--- src/rtl/traffic_light_ctrl_param.sv ---
// Four-approach intersection controller (M1, M2, MT, S) with parametrised
// phase lengths, a tick prescaler, a latched pedestrian request with an
// acknowledge pulse, and emergency pre-emption.
//
// state  | code | meaning
// -------+------+-----------------------------------------------
// ALLRED |  0   | all approaches red, decides next phase
// MAIN   |  1   | M1 and M2 green
// M2_Y   |  2   | M1 green, M2 yellow
// TURN   |  3   | M1 and MT green
// TURN_Y |  4   | M1 and MT yellow
// SIDE   |  5   | S green
// SIDE_Y |  6   | S yellow
// PED    |  7   | all red, pedestrian walk
// EM_Y   |  8   | M1 and M2 yellow on the way to EMERG
// EMERG  |  9   | all red while emergency is active

module traffic_light_ctrl_param #(
    parameter int unsigned TICK_DIV = 1,
    parameter int unsigned T_MAIN   = 10,
    parameter int unsigned T_TURN   = 5,
    parameter int unsigned T_SIDE   = 5,
    parameter int unsigned T_YEL    = 3,
    parameter int unsigned T_ALLRED = 1,
    parameter int unsigned T_PED    = 4,
    parameter int unsigned CNT_W    = 16
) (
    input  logic       clk,
    input  logic       rst,
    input  logic       ped_req,
    input  logic       emerg,
    output logic [2:0] light_M1,
    output logic [2:0] light_M2,
    output logic [2:0] light_MT,
    output logic [2:0] light_S,
    output logic       ped_walk,
    output logic       ped_ack,
    output logic [3:0] phase
);

    typedef enum logic [3:0] {
        S_ALLRED = 4'd0,
        S_MAIN   = 4'd1,
        S_M2_Y   = 4'd2,
        S_TURN   = 4'd3,
        S_TURN_Y = 4'd4,
        S_SIDE   = 4'd5,
        S_SIDE_Y = 4'd6,
        S_PED    = 4'd7,
        S_EM_Y   = 4'd8,
        S_EMERG  = 4'd9
    } state_e;

    localparam logic [2:0] LAMP_R = 3'b100;
    localparam logic [2:0] LAMP_Y = 3'b010;
    localparam logic [2:0] LAMP_G = 3'b001;

    localparam logic [CNT_W-1:0] DIV_LAST    = CNT_W'(TICK_DIV - 1);
    localparam logic [CNT_W-1:0] MAIN_LAST   = CNT_W'(T_MAIN - 1);
    localparam logic [CNT_W-1:0] TURN_LAST   = CNT_W'(T_TURN - 1);
    localparam logic [CNT_W-1:0] SIDE_LAST   = CNT_W'(T_SIDE - 1);
    localparam logic [CNT_W-1:0] YEL_LAST    = CNT_W'(T_YEL - 1);
    localparam logic [CNT_W-1:0] ALLRED_LAST = CNT_W'(T_ALLRED - 1);
    localparam logic [CNT_W-1:0] PED_LAST    = CNT_W'(T_PED - 1);

    state_e           state_q, state_d;
    logic [CNT_W-1:0] presc_q, presc_d;
    logic [CNT_W-1:0] tick_q, tick_d;
    logic             pend_q, pend_d;
    logic             ack_q, ack_d;

    logic [CNT_W-1:0] tick_last;
    logic             expired;
    logic             ped_enter;

    // Last tick index of the current state's duration
    always_comb begin
        tick_last = '0;
        case (state_q)
            S_ALLRED: tick_last = ALLRED_LAST;
            S_MAIN:   tick_last = MAIN_LAST;
            S_M2_Y:   tick_last = YEL_LAST;
            S_TURN:   tick_last = TURN_LAST;
            S_TURN_Y: tick_last = YEL_LAST;
            S_SIDE:   tick_last = SIDE_LAST;
            S_SIDE_Y: tick_last = YEL_LAST;
            S_PED:    tick_last = PED_LAST;
            S_EM_Y:   tick_last = YEL_LAST;
            default:  tick_last = '0;
        endcase
    end

    assign expired = (presc_q == DIV_LAST) && (tick_q == tick_last);

    // Next-state selection; emergency pre-empts green phases through a yellow
    always_comb begin
        state_d = state_q;
        case (state_q)
            S_ALLRED: begin
                if (emerg)        state_d = S_EMERG;
                else if (expired) state_d = pend_q ? S_PED : S_MAIN;
            end
            S_MAIN: begin
                if (emerg)        state_d = S_EM_Y;
                else if (expired) state_d = S_M2_Y;
            end
            S_M2_Y: begin
                if (emerg)        state_d = S_EM_Y;
                else if (expired) state_d = S_TURN;
            end
            S_TURN: begin
                if (emerg || expired) state_d = S_TURN_Y;
            end
            S_TURN_Y: begin
                if (expired) state_d = emerg ? S_EMERG : S_SIDE;
            end
            S_SIDE: begin
                if (emerg || expired) state_d = S_SIDE_Y;
            end
            S_SIDE_Y: begin
                if (expired) state_d = emerg ? S_EMERG : S_ALLRED;
            end
            S_PED: begin
                if (emerg)        state_d = S_EMERG;
                else if (expired) state_d = S_ALLRED;
            end
            S_EM_Y: begin
                if (expired) state_d = emerg ? S_EMERG : S_ALLRED;
            end
            S_EMERG: begin
                if (!emerg) state_d = S_ALLRED;
            end
            default: state_d = S_ALLRED;
        endcase
    end

    // Prescaler and tick counter; cleared on any state change, idle in EMERG
    always_comb begin
        presc_d = presc_q;
        tick_d  = tick_q;
        if ((state_d != state_q) || (state_q == S_EMERG)) begin
            presc_d = '0;
            tick_d  = '0;
        end else if (presc_q == DIV_LAST) begin
            presc_d = '0;
            tick_d  = tick_q + 1'b1;
        end else begin
            presc_d = presc_q + 1'b1;
        end
    end

    // Pending request: a request on the PED entry edge survives the clear
    assign ped_enter = (state_d == S_PED) && (state_q != S_PED);

    always_comb begin
        pend_d = pend_q;
        ack_d  = ped_enter;
        if (ped_enter) pend_d = 1'b0;
        if (ped_req)   pend_d = 1'b1;
    end

    // State, counter and handshake registers
    always_ff @(posedge clk or posedge rst) begin
        if (rst) begin
            state_q <= S_ALLRED;
            presc_q <= '0;
            tick_q  <= '0;
            pend_q  <= 1'b0;
            ack_q   <= 1'b0;
        end else begin
            state_q <= state_d;
            presc_q <= presc_d;
            tick_q  <= tick_d;
            pend_q  <= pend_d;
            ack_q   <= ack_d;
        end
    end

    // Moore lamp decode from the state register
    always_comb begin
        light_M1 = LAMP_R;
        light_M2 = LAMP_R;
        light_MT = LAMP_R;
        light_S  = LAMP_R;
        ped_walk = 1'b0;
        case (state_q)
            S_MAIN: begin
                light_M1 = LAMP_G;
                light_M2 = LAMP_G;
            end
            S_M2_Y: begin
                light_M1 = LAMP_G;
                light_M2 = LAMP_Y;
            end
            S_TURN: begin
                light_M1 = LAMP_G;
                light_MT = LAMP_G;
            end
            S_TURN_Y: begin
                light_M1 = LAMP_Y;
                light_MT = LAMP_Y;
            end
            S_SIDE:   light_S = LAMP_G;
            S_SIDE_Y: light_S = LAMP_Y;
            S_PED:    ped_walk = 1'b1;
            S_EM_Y: begin
                light_M1 = LAMP_Y;
                light_M2 = LAMP_Y;
            end
            default: ;
        endcase
    end

    assign ped_ack = ack_q;
    assign phase   = state_q;

endmodule

--- config.mk ---
export PLATFORM = sky130hd
export DESIGN_NAME = traffic_light_ctrl_param
export DESIGN_NICKNAME = d
export VERILOG_FILES = /design/src/rtl/traffic_light_ctrl_param.sv
export SDC_FILE = /design/constraint.sdc
export NUM_CORES = 1
export LEC_CHECK = 0
export ABC_AREA = 1
export CORE_MARGIN = 3
export CORE_UTILIZATION = 39
export CTS_BUF_LIST = sky130_fd_sc_hd__clkbuf_16
export DETAILED_ROUTE_END_ITERATION = 10
export SYNTH_ARGS = -nofsm -noshare
export SYNTH_HDL_FRONTEND = slang
export SYNTH_SLANG_ARGS = --single-unit
--- constraint.sdc ---
create_clock -name clk -period 1.9 [get_ports clk]
set_clock_uncertainty 0.1 [all_clocks]
set_input_delay 0.38 -clock clk [delete_from_list [all_inputs] [get_ports clk]]
set_output_delay 0.38 -clock clk [all_outputs]
set_load 0.05 [all_outputs]
==> flow_metrics.tcl <==
set metrics [dict create \
    grt_max_degree 39 \
    clock_sinks 38 \
    leakage_uw 0.00239 \
    syn_area_per_cell_sq_um 7.42 \
    fp.dieW_um 90.8 \
    final_core_util_pct 71.3 \
    antenna_cells 0 \
    max-vdd-ir-drop_uv 1490 \
    ant_nets 0 \
    syn_nets 385 \
    grt_pass1_vias 3113 \
    rows 30 \
    drt-vias-per-instance 4.93 \
    hpwlAfterDp_mm 6.17 \
    maxSlewHeadroom_pct 69.5 \
    die-area_sq_mm 0.00825 \
    initial_utilization_pct 40.8 \
    dr.pass1.iters 5 \
    clk_path_buf_depth 2 \
    timing.final.crit_share_pct 130 \
    drive_above_1_share_pct 53.2 \
    routedWlPerCell_um 14.6 \
    power_uw 8620 \
    maxSlewViolCount 0 \
    cts_root_buffer "clkbuf_16" \
    switching_share_pct 50.0 \
    setup_viol 49 \
    layout_commonest_cell "buf_4" \
    wl_mm 9.17 \
    cp_max_fo 16 \
    synth_area_sq_mm 0.00281 \
    final_hold_viol_count 0 \
    synth_compound_area_share_pct 5.22 \
    grt_pass1_wl_mm 13.6 \
    htree_levels 2 \
    rsz0062_at_grt "true" \
    synth_top_area_share_pct 33.9 \
    pwr-share-comb_pct 77.4 \
    grtUsageMet3_pct 3.25 \
    cts_tree "built" \
    gr-total-overflow 0 \
    first_iter_violations 185 \
    cp.arrival_ns 2.57 \
    synth_cell_types 28 \
    period_needed_ns 2.48 \
    synthSimpleGateAreaFrac_pct 43.1 \
    worstSetupPathType "reg2reg" \
    synth_edf_count 0 \
    power_frac_seq_pct 11.6 \
    yosysSeqAreaShare_pct 33.9 \
    grt_use_met2_pct 36.8 \
    synth-xor-area-share_pct 5.62 \
    finalSetupTns_ns -21.03 \
    postLayoutSetupSlackWorst_ns -0.578 \
    final_cell_mix "112 x buf_4, 60 x nand2_1, 43 x inv_1, 34 x dfrtp_1, 27 x nand2_2" \
    grt_usage_pct 20.3 \
    power_density_mw_per_mm2 1760 \
    synthArstFlopShare_pct 100 \
    antenna_found_initial 0 \
    crit_path_start_kind "flip-flop" \
    cts_buffers 5 \
    syn_inst 378 \
    hp-class "in2async" \
    num_vias 3106 \
    p_int_uw 4310 \
    outcome "complete, but fails checks" \
    die_y_um 90.8 \
    fill_cells 511 \
    yosysWarnings 0 \
    worstSkewPairLatency_ns 0.28 \
    drc 0 \
    area_growth_pct 74.5 \
    use_met1_pct 24.2 \
    synth_top_family_by_area "simple AND/OR/NAND/NOR gates" \
    synth_area_leaders "dfrtp_1 34%, nand2_1 11%, nor3_2 11%, inv_1 7.4%, nor2_1 5.1%" \
    synthAdderAreaFrac_pct 1.34 \
    busiest_layer "met2" \
    numPortBuffers 21 \
    tightest_slew_ns 0.453 \
    required_ns 2.00 \
    nets 540 \
    whs_ns 0.364 \
    finalInstanceArea_sq_mm 0.00489 \
    yosysTopAreaCell "dfrtp_1" \
    synth_mux_area_share_pct 0 \
    p_sw_uw 4310 \
    max_freq_mhz 404 \
    gp_congestion 0.904 \
    clk_pin_slew_ns 0.06 \
    placed_cell_area_sq_mm 0.00419 \
    ys_ff_latch 38 \
    core_sq_mm 0.00687 \
    num_io_pins 22 \
    pwr-share-clk_pct 11.0 \
    maxCapViolations 0 \
    worstSetupEndpointType "flip-flop" \
    violations "negative setup slack" \
    yosys_most_used_dff "dfrtp_1" \
]
## per-stage QoR
| stage | std cells | setup slack (ns) |
|---|---|---|
| after floorplan | 378 | -0.480 |
| after global placement | 605 | -0.517 |
| after detailed placement | 605 | -0.541 |
| after CTS | 626 | -0.473 |
| after global routing | 630 | -0.702 |
| final | 630 | -0.578 |
## layer usage
metal / up-vias / part of all wire, %
met1: 1472 / 41
met4: 0 / 2.0
li1: 1524 / -
met5: - / 0
met2: 87 / 53
met3: 23 / 4.1
## power by group through the flow
stage               sequential [uW]  combinational, uW  clock [uW]
finish                         1000               6670         948
global route                   1010               7020         997
CTS                             982               5400         958
detailed placement              988               4910           0
global placement                995               4860           0
floorplan                      1120               2930           0
## cells in the mapped netlist (2+ instances only)
cell type	instances
o21ai_0	16
nor4_1	5
buf_6	6
inv_1	55
nor3_1	10
nor2_2	2
xnor2_1	2
a21oi_1	5
nor2_4	2
nand2_2	12
o22ai_1	2
dfrtp_1	38
nand2_1	81
ha_1	3
nand3_2	6
nand4_1	9
inv_2	7
xor2_1	16
nor2_1	38
nand3_1	25
nand2_4	2
nor3_2	30
## logic make-up (layout without fill, tap and decap cells)
kind of cell	after synthesis	count (layout)
DFF	38	38
xor gates and xnor gates	18	18
adders and majority gates	3	3
buffers and inverters	69	225
and+or+nand+nor	223	223
AOI/OAI and AO/OA	27	27
## registers in the layout, summed over array words and instances, names as in the netlist
register  flops
presc_q      16
ped_ack       1
pend_q        1
phase         4
tick_q       16
## worst paths after layout
check | slack (ns) | to | cells past startpoint | start
setup / recovery | -0.58 | presc_q[9] | 15 | phase[0]
hold / removal | 0.36 | presc_q[2] | 3 | rst
setup reg to reg | -0.58 | presc_q[9] | 15 | phase[0]
hold reg to reg | 0.43 | pend_q | 1 | pend_q
max in group asynchronous | 1.13 | phase[2] | 3 | rst
min in group clk | 0.43 | pend_q | 1 | pend_q
## critical path, stage by stage (launching register included)
cell	delay, ns
dfrtp_2	0.49
buf_6	0.15
nor2_4	0.12
nand3_2	0.12
nand3_1	0.12
nand2_2	0.09
nor2_4	0.19
nand2_4	0.11
nand2_2	0.08
nand2_2	0.05
nand2_2	0.08
a21oi_2	0.06
nor2_2	0.15
nand3_4	0.13
clkbuf_16	0.22
nor3_2	0.11
## area by class of cell
| type | count | area, sq um | area share [%] |
|---|---|---|---|
| Multi-Input combinational cell | 271 | 1880 | 38.5 |
| Timing Repair Buffer | 155 | 1510 | 30.9 |
| Sequential cell | 38 | 958 | 19.6 |
| Inverter | 62 | 255 | 5.21 |
| Clock buffer | 5 | 125 | 2.56 |
| Tap cell | 96 | 120 | 2.45 |
| Clock inverter | 3 | 40.0 | 0.818 |
## repair_timing
action	CTS	global route
pin swaps	10	15
setup endpoints to repair	50	50
hold buffers	0	0
setup buffers	15	5
cloned	0	3
resized for setup	49	54
(Power assumes the default switching activity.)
